===== src/rtl/alu_share_arbiter.sv =====
// Round-robin time-sharing of one combinational ALU between an execute-stage port (A)
// and a branch-compare port (B), with registered operands and per-port response channels.
module alu_share_arbiter #(
    parameter int unsigned XLEN   = 32,
    parameter int unsigned CTRL_W = 4
) (
    input  logic              clk_i,
    input  logic              rst_n_i,

    input  logic              a_req_valid_i,
    output logic              a_req_ready_o,
    input  logic [CTRL_W-1:0] a_ctrl_i,
    input  logic [XLEN-1:0]   a_op1_i,
    input  logic [XLEN-1:0]   a_op2_i,
    output logic              a_rsp_valid_o,
    input  logic              a_rsp_ready_i,
    output logic [XLEN-1:0]   a_rsp_data_o,
    output logic              a_rsp_zero_o,

    input  logic              b_req_valid_i,
    output logic              b_req_ready_o,
    input  logic [CTRL_W-1:0] b_ctrl_i,
    input  logic [XLEN-1:0]   b_op1_i,
    input  logic [XLEN-1:0]   b_op2_i,
    output logic              b_rsp_valid_o,
    input  logic              b_rsp_ready_i,
    output logic [XLEN-1:0]   b_rsp_data_o,
    output logic              b_rsp_zero_o,

    output logic [CTRL_W-1:0] alu_ctrl_o,
    output logic [XLEN-1:0]   alu_op1_o,
    output logic [XLEN-1:0]   alu_op2_o,
    input  logic [XLEN-1:0]   alu_res_i,
    output logic              busy_o
);

    typedef enum logic [1:0] {StIdle, StExec, StResp} state_e;

    state_e             state_q, state_d;
    logic               owner_q, owner_d;  // 0 = A, 1 = B
    logic               prio_q, prio_d;    // 0 = A, 1 = B
    logic [CTRL_W-1:0]  ctrl_q, ctrl_d;
    logic [XLEN-1:0]    op1_q, op1_d;
    logic [XLEN-1:0]    op2_q, op2_d;
    logic [XLEN-1:0]    res_q, res_d;
    logic               zero_q, zero_d;

    logic grant_a, grant_b, rsp_hs;

    // Grants are gated by reset so ready reads 0 while reset is held.
    always_comb begin
        grant_a = 1'b0;
        grant_b = 1'b0;
        if (rst_n_i && state_q == StIdle) begin
            grant_a = a_req_valid_i && (!b_req_valid_i || !prio_q);
            grant_b = b_req_valid_i && (!a_req_valid_i || prio_q);
        end
        rsp_hs = (state_q == StResp) && (owner_q ? b_rsp_ready_i : a_rsp_ready_i);
    end

    always_comb begin
        state_d = state_q;
        owner_d = owner_q;
        prio_d  = prio_q;
        ctrl_d  = ctrl_q;
        op1_d   = op1_q;
        op2_d   = op2_q;
        res_d   = res_q;
        zero_d  = zero_q;
        unique case (state_q)
            StIdle: begin
                if (grant_a) begin
                    ctrl_d  = a_ctrl_i;
                    op1_d   = a_op1_i;
                    op2_d   = a_op2_i;
                    owner_d = 1'b0;
                    state_d = StExec;
                end else if (grant_b) begin
                    ctrl_d  = b_ctrl_i;
                    op1_d   = b_op1_i;
                    op2_d   = b_op2_i;
                    owner_d = 1'b1;
                    state_d = StExec;
                end
            end
            StExec: begin
                res_d   = alu_res_i;
                zero_d  = (alu_res_i == '0);
                state_d = StResp;
            end
            StResp: begin
                if (rsp_hs) begin
                    prio_d  = ~owner_q;
                    state_d = StIdle;
                end
            end
            default: state_d = StIdle;
        endcase
    end

    always_ff @(posedge clk_i or negedge rst_n_i) begin
        if (!rst_n_i) begin
            state_q <= StIdle;
            owner_q <= 1'b0;
            prio_q  <= 1'b0;
            ctrl_q  <= '0;
            op1_q   <= '0;
            op2_q   <= '0;
            res_q   <= '0;
            zero_q  <= 1'b0;
        end else begin
            state_q <= state_d;
            owner_q <= owner_d;
            prio_q  <= prio_d;
            ctrl_q  <= ctrl_d;
            op1_q   <= op1_d;
            op2_q   <= op2_d;
            res_q   <= res_d;
            zero_q  <= zero_d;
        end
    end

    always_comb begin
        a_req_ready_o = grant_a;
        b_req_ready_o = grant_b;
        busy_o        = (state_q != StIdle);

        alu_ctrl_o = (state_q == StExec) ? ctrl_q : '0;
        alu_op1_o  = (state_q == StExec) ? op1_q : '0;
        alu_op2_o  = (state_q == StExec) ? op2_q : '0;

        a_rsp_valid_o = (state_q == StResp) && !owner_q;
        b_rsp_valid_o = (state_q == StResp) && owner_q;
        a_rsp_data_o  = a_rsp_valid_o ? res_q : '0;
        a_rsp_zero_o  = a_rsp_valid_o && zero_q;
        b_rsp_data_o  = b_rsp_valid_o ? res_q : '0;
        b_rsp_zero_o  = b_rsp_valid_o && zero_q;
    end

endmodule

===== config.mk =====
export PLATFORM = sky130hd
export DESIGN_NAME = alu_share_arbiter
export DESIGN_NICKNAME = d
export VERILOG_FILES = /design/src/rtl/alu_share_arbiter.sv
export SDC_FILE = /design/constraint.sdc
export NUM_CORES = 1
export LEC_CHECK = 0
export ABC_AREA = 1
export CORE_MARGIN = 2
export CORE_UTILIZATION = 44
export DETAILED_ROUTE_END_ITERATION = 10
export PLACE_DENSITY = 0.86
export SYNTH_ARGS = -nofsm -noshare
export SYNTH_HDL_FRONTEND = slang
export SYNTH_SLANG_ARGS = --single-unit

===== constraint.sdc =====
create_clock -name clk_i -period 2.9 [get_ports clk_i]
set_input_delay 0.29 -clock clk_i [delete_from_list [all_inputs] [get_ports clk_i]]
set_output_delay 0.29 -clock clk_i [all_outputs]
set_load 0.01 [all_outputs]

==> results of run 1 <==
power breakdown:
part	total, uW	switching (uW)	internal (uW)
registers	2520	353	2160
logic	3360	1840	1520
clock network	1420	570	846
total	7300	2770	4530
per-layer routing:
layer | wire, um | global-route usage, % | share of wire, %
met5 | 0 | 0 | 0
met4 | 640 | 11.1 | 3.2
met3 | 1790 | 8.01 | 9.0
met2 | 9790 | 45.8 | 49
met1 | 7620 | 28.6 | 38
placed cells by master (no fill, tap or decap):
cell type / Yosys / layout
a21oi_1: 14 / 14
buf_12: 0 / 3
buf_4: 1 / 12
bufinv_16: 0 / 3
clkbuf_16: 0 / 9
clkdlybuf4s50_1: 0 / 311
clkinv_2: 0 / 2
clkinv_4: 0 / 1
dfrtp_1: 105 / 105
diode_2: 0 / 1
inv_1: 263 / 263
inv_6: 0 / 1
nand2_1: 240 / 239
nand2_2: 1 / 1
nand2_4: 0 / 1
nand3_1: 139 / 139
nand4_1: 3 / 3
nand4_4: 0 / 1
nor2_1: 162 / 162
nor2_2: 2 / 1
nor2_4: 0 / 1
o21ai_0: 22 / 22
synth_stat cells (2+ instances only):
cell      instances  area, um^2
a21oi_1          14        70.1
buf_1             9        33.8
buf_2            26         130
buf_6             6        67.6
clkbuf_1         14        52.6
dfrtp_1         105        2630
inv_1           263         987
nand2_1         240         901
nand3_1         139         696
nand4_1           3        18.8
nor2_1          162         608
nor2_2            2        12.5
o21ai_0          22         110
sequential cells by signal, indices dropped and copies added, names as in the netlist:
signal and cells:
op2_q 32, owner_q 1, res_q 32, zero_q 1
state_q 2, ctrl_q 4, prio_q 1, op1_q 32
cell families after synthesis:
group	after synthesis	synth area share (%)
AOI/OAI and AO/OA	36	2.84
buffers and inverters	319	20.2
DFF	105	41.4
and+or+nand+nor	548	35.6
layout make-up:
cell class                      instances  share of cell area [%]
Timing Repair Buffer                  326                    32.9
Sequential cell                       105                    26.5
Multi-Input combinational cell        584                    24.8
Inverter                              263                    9.97
Clock buffer                            9                    2.27
Tap cell                              180                    2.27
Clock inverter                          7                    1.19
Antenna cell                            1                  0.0253
per-stage QoR:
stage	instance area, um^2	total power (uW)	util, %	setup WS [ns]
6_report	9900	7300	70.8	0.424
5_1_grt	9900	7880	70.8	0.300
3_5_place_dp	9560	5900	68.3	0.737
2_1_floorplan	6340	4390	-	1.37
3_3_place_gp	9560	5790	68.3	0.775
4_1_cts	9900	7350	70.8	0.425
worst paths after layout:
path / startpoint / endpoint / slack, ns / depth (start not counted)
max: state_q[1]$_DFFE_PN0P_ / alu_op1_o[4] / 0.42 / 5
min: rst_n_i / op1_q[3]$_DFFE_PN0P_ / 0.11 / 2
max in group asynchronous: rst_n_i / res_q[16]$_DFFE_PN0N_ / 2.30 / 2
max reg2reg: state_q[0]$_DFFE_PN0P_ / op2_q[9]$_DFFE_PN0P_ / 0.84 / 6
min in group clk_i: res_q[14]$_DFFE_PN0N_ / res_q[14]$_DFFE_PN0N_ / 0.48 / 2
min reg2reg: res_q[14]$_DFFE_PN0N_ / res_q[14]$_DFFE_PN0N_ / 0.48 / 2
==> summary.txt, run 1 <==
Vias per cell = 4.66
Final net count = 1463
Worst slew pin tran = 0.745 ns
Worst-path clk slew = 0.07 ns
Post-CTS setup buffer count = 0
Initial antenna violation count = 1
Dpl cells = 1458
Worst path top cell family by delay = buffers and inverters
Clock Sinks = 105
Setup Skew = 0.00380 ns
CTS tree = yes
Synthesized area = 6340 um^2
Number of buffers created by CTS = 9
Worst min-delay path category = in -> async
Post-synthesis cell count = 1008
CP peak stage delay = 0.56 ns
Synth Net Count = 1182
Clock root buffer = clkbuf_16
Drt wl/cell = 13.5 um
Share of cells above drive strength 1 = 2.78%
Hold Vio Cnt, Final = 0
Final HPWL DP = 14600 um
Total gr overflow = 0
Arrival @ worst endpoint = 2.19 ns
RSZ-0062 raised after global routing = false
Avg Cell Area, Syn = 6.29 um^2
Hold Worst Slack = 0.108 ns
Final wirelength = 19800 um
Fin crit period = 2.48 ns
DIE HEIGHT = 124 um
Worst Path Class, Setup = reg -> out
Clock buffer depth = 2
GP Congestion = 0.809
Ys async rst share = 100%
First drt pass iteration count = 5
Fill count = 1177
Hold buffers post-CTS = 0
Fin Setup TNS = 0 ns
DRT iter0 DRCs = 450
Final ANT Viol Nets = 0
I/O Buffers = 312
Req. time, crit path = 2.61 ns
Cell Count, Final, Fillers Out = 1475
Sequential area share after synthesis = 41.4%
Outcome = finished clean
First-pass GRT wire length = 30900 um
Die W = 124 um
Worst-Skew Late Latency = 0.35 ns
Ys Warns = 0
Distinct cells, synth = 16
# resized after CTS = 0
Slew Viols, Final = 0
Share of the clock period used by the worst path = 85.4%
Worst Path Max Fanout = 49
FF+latch count, synth = 105
Total global-route track usage = 25.9%
Area of the multi-input gates = 2460 um^2
Vias post-DR = 6872
Fmax = 404 MHz
Critical Path Start Type = register
Post-synth top flop = dfrtp_1
Die ar. = 15400 um^2
Io pins = 313
Worst Setup End Kind = output pin
Crit-path slowest cell = clkdlybuf4s50_1
Post-synth EDFFs = 0
Slew HR = 50.4%
Largest net degree at the start of global routing = 137
Max_cap viols = 0
CP cell instances = inv_1 -> nand2_4 -> buf_4 -> nor2_1 -> clkdlybuf4s50_1
Htree depth = 3
Standard-cell rows = 43
Buf/Inv on CP = 3
Vias in the first global route = 6473
Initial Util = 45.3%
VDD IR-drop max = 347 uV
Register Area = 2630 um^2
Core area = 14000 um^2
P&R area growth vs syn = 56.2%
Static leakage = 0.00529 uW
Final setup fails = 0
Power per standard cell area = 737 nW/um^2
DRC viols = 0
No activity file was read; power rests on OpenSTA's default activity.
==> inputs of run 2 (changes only) <==
- CORE_MARGIN: 2 -> unset
==> run 2 against run 1 <==
Net effect:
- sequential power about the same
- fmax down 0.85%
- clock skew up 0.0023 ns
- die area down 3.2%
- largest cell class unchanged
==> summary.txt, run 2 (same netlist as run 1, synthesis figures left out) <==
Outcome = finished clean
Worst-Skew Late Latency = 0.33 ns (-0.02 ns)
Clock Sinks = 105 (unchanged)
Setup Skew = 0.00608 ns (+0.00228 ns)
Io pins = 313 (unchanged)
Final total power = 7190 uW (-1.4%)
CP cell instances = inv_1 -> nand2_1 -> nor2_1 -> inv_1 -> buf_4 -> nor2_1 -> clkdlybuf4s50_1
Clock buffer depth = 2 (unchanged)
DRC viols = 0 (unchanged)
VDD IR-drop max = 345 uV (-0.72%)
DRT iter0 DRCs = 465 (+3.3%)
Worst Path Max Fanout = 11 (-78%)
Setup WS post-layout = 0.403 ns (-0.0213 ns)
ANT cells = 0 (-1)
Hold buffers post-CTS = 0 (unchanged)
R2R cell count = 7 (+1)
Biggest regs = op1_q (32), op2_q (32), res_q (32)
Core area = 14000 um^2 (unchanged)
First drt pass iteration count = 5 (unchanged)
Final HPWL DP = 14700 um (+0.97%)
RR Startpoint = state_q[0]$_DFFE_PN0P_
Max_cap viols = 0 (unchanged)
Critical Path Start Type = register
Hold Worst Slack = 0.104 ns (-0.00399 ns)
Vias in the first global route = 6446 (-0.42%)
CTS tree = yes
Final setup fails = 0 (unchanged)
Die ar. = 14900 um^2 (-3.2%)
Clock root buffer = clkbuf_16
Fin crit period = 2.50 ns (+0.0213 ns)
Worst-path clk slew = 0.07 ns (about the same)
RR Endpoint = op2_q[15]$_DFFE_PN0P_
# resized after CTS = 0 (unchanged)
Power per standard cell area = 729 nW/um^2 (-1.0%)
Drt wl/cell = 13.3 um (-1.0%)
Req. time, crit path = 2.61 ns (about the same)
Vias per cell = 4.67 (+0.16%)
Worst path top cell family by delay = buffers and inverters
P&R area growth vs syn = 55.6%
Placement Setup Slack = 0.765 ns (+0.0283 ns)
Post-CTS setup buffer count = 0 (unchanged)
Static leakage = 0.00528 uW (-0.20%)
Vias post-DR = 6888 (+0.23%)
Slew Viols, Final = 0 (unchanged)
Standard-cell rows = 43 (unchanged)
I/O Buffers = 312 (unchanged)
Largest net degree at the start of global routing = 70 (-49%)
Final core occ = 70.6% (-0.25 points)
Commonest non-fill, non-tap cell in the layout = clkdlybuf4s50_1
Initial Util = 45.3% (unchanged)
Final net count = 1467 (+0.27%)
RSZ-0062 raised after global routing = false
Worst min-delay path category = in -> async
GP Congestion = 0.872 (+7.8%)
CP peak stage delay = 0.55 ns (about the same)
Arrival @ worst endpoint = 2.21 ns (+0.02 ns)
Fin Setup TNS = 0 ns (unchanged)
Most frequent cells in the layout = 311 x clkdlybuf4s50_1, 263 x inv_1, 239 x nand2_1
Worst Setup End Kind = output pin
Fmax = 400 MHz (-0.85%)
Die W = 122 um (-1.6%)
Final ANT Viol Nets = 0 (unchanged)
Slew HR = 50.0% (-0.33 points)
Total gr overflow = 0 (unchanged)
Hold Vio Cnt, Final = 0 (unchanged)
R2R Setup Slk = 1.12 ns (+0.28 ns)
Htree depth = 3 (unchanged)
First-pass GRT wire length = 31200 um (+0.80%)
Number of buffers created by CTS = 9 (unchanged)
Crit-path slowest cell = clkdlybuf4s50_1
Total global-route track usage = 26.7% (+0.82 points)
Worst slew pin tran = 0.750 ns (+0.00491 ns)
Buf/Inv on CP = 4 (+1)
Worst Path Class, Setup = reg -> out
Share of the clock period used by the worst path = 86.1% (+0.74 points)
Final wirelength = 19700 um (-0.96%)
Initial antenna violation count = 0 (-1)
Share of cells above drive strength 1 = 2.93% (+0.15 points)
DIE HEIGHT = 122 um (-1.6%)
## run 2: metrics by stage
| stage | instances | instance area, um^2 |
|---|---|---|
| finish | 1476 | 9870 |
| detailed placement | 1462 | 9550 |
| CTS | 1476 | 9870 |
| global route | 1476 | 9870 |
| global placement | 1462 | 9550 |
| floorplan | 1008 | 6340 |
## run 2: area by class of cell
cell class | instances | area (um^2)
fill | 1183 | 4120
timing repair buffer | 330 | 3260
sequential | 105 | 2630
multi-input combinational | 584 | 2460
inverter | 263 | 987
clock buffer | 11 | 253
tap | 180 | 225
clock inverter | 3 | 65.1
## run 2: how the worst max path moves through the flow
stage / slack, ns / from / cells after the start / endpoint
6_report: 0.40 / state_q[0]$_DFFE_PN0P_ / 7 / a_rsp_data_o[19]
3_3_place_gp: 0.81 / state_q[0]$_DFFE_PN0P_ / 7 / a_rsp_data_o[19]
4_1_cts: 0.39 / state_q[0]$_DFFE_PN0P_ / 7 / a_rsp_data_o[19]
5_1_grt: 0.23 / state_q[0]$_DFFE_PN0P_ / 7 / a_rsp_data_o[3]
2_1_floorplan: 1.37 / state_q[0]$_DFFE_PN0P_ / 6 / a_rsp_data_o[10]
3_5_place_dp: 0.76 / state_q[0]$_DFFE_PN0P_ / 7 / a_rsp_data_o[19]
## run 2: per-layer routing
metal / share of wire (%) / GRT usage, % / vias up
li1: - / - / 3471
met1: 39 / 31.9 / 3104
met2: 51 / 47.1 / 286
met3: 7.6 / 5.71 / 27
met4: 2.0 / 9.45 / 0
met5: 0 / 0 / -
## run 2: report_power, final
group	leakage (uW)	switching, uW	internal [uW]
clock network	0.000157	507	793
logic	0.00385	1860	1510
registers	0.00128	361	2160
total	0.00528	2730	4470
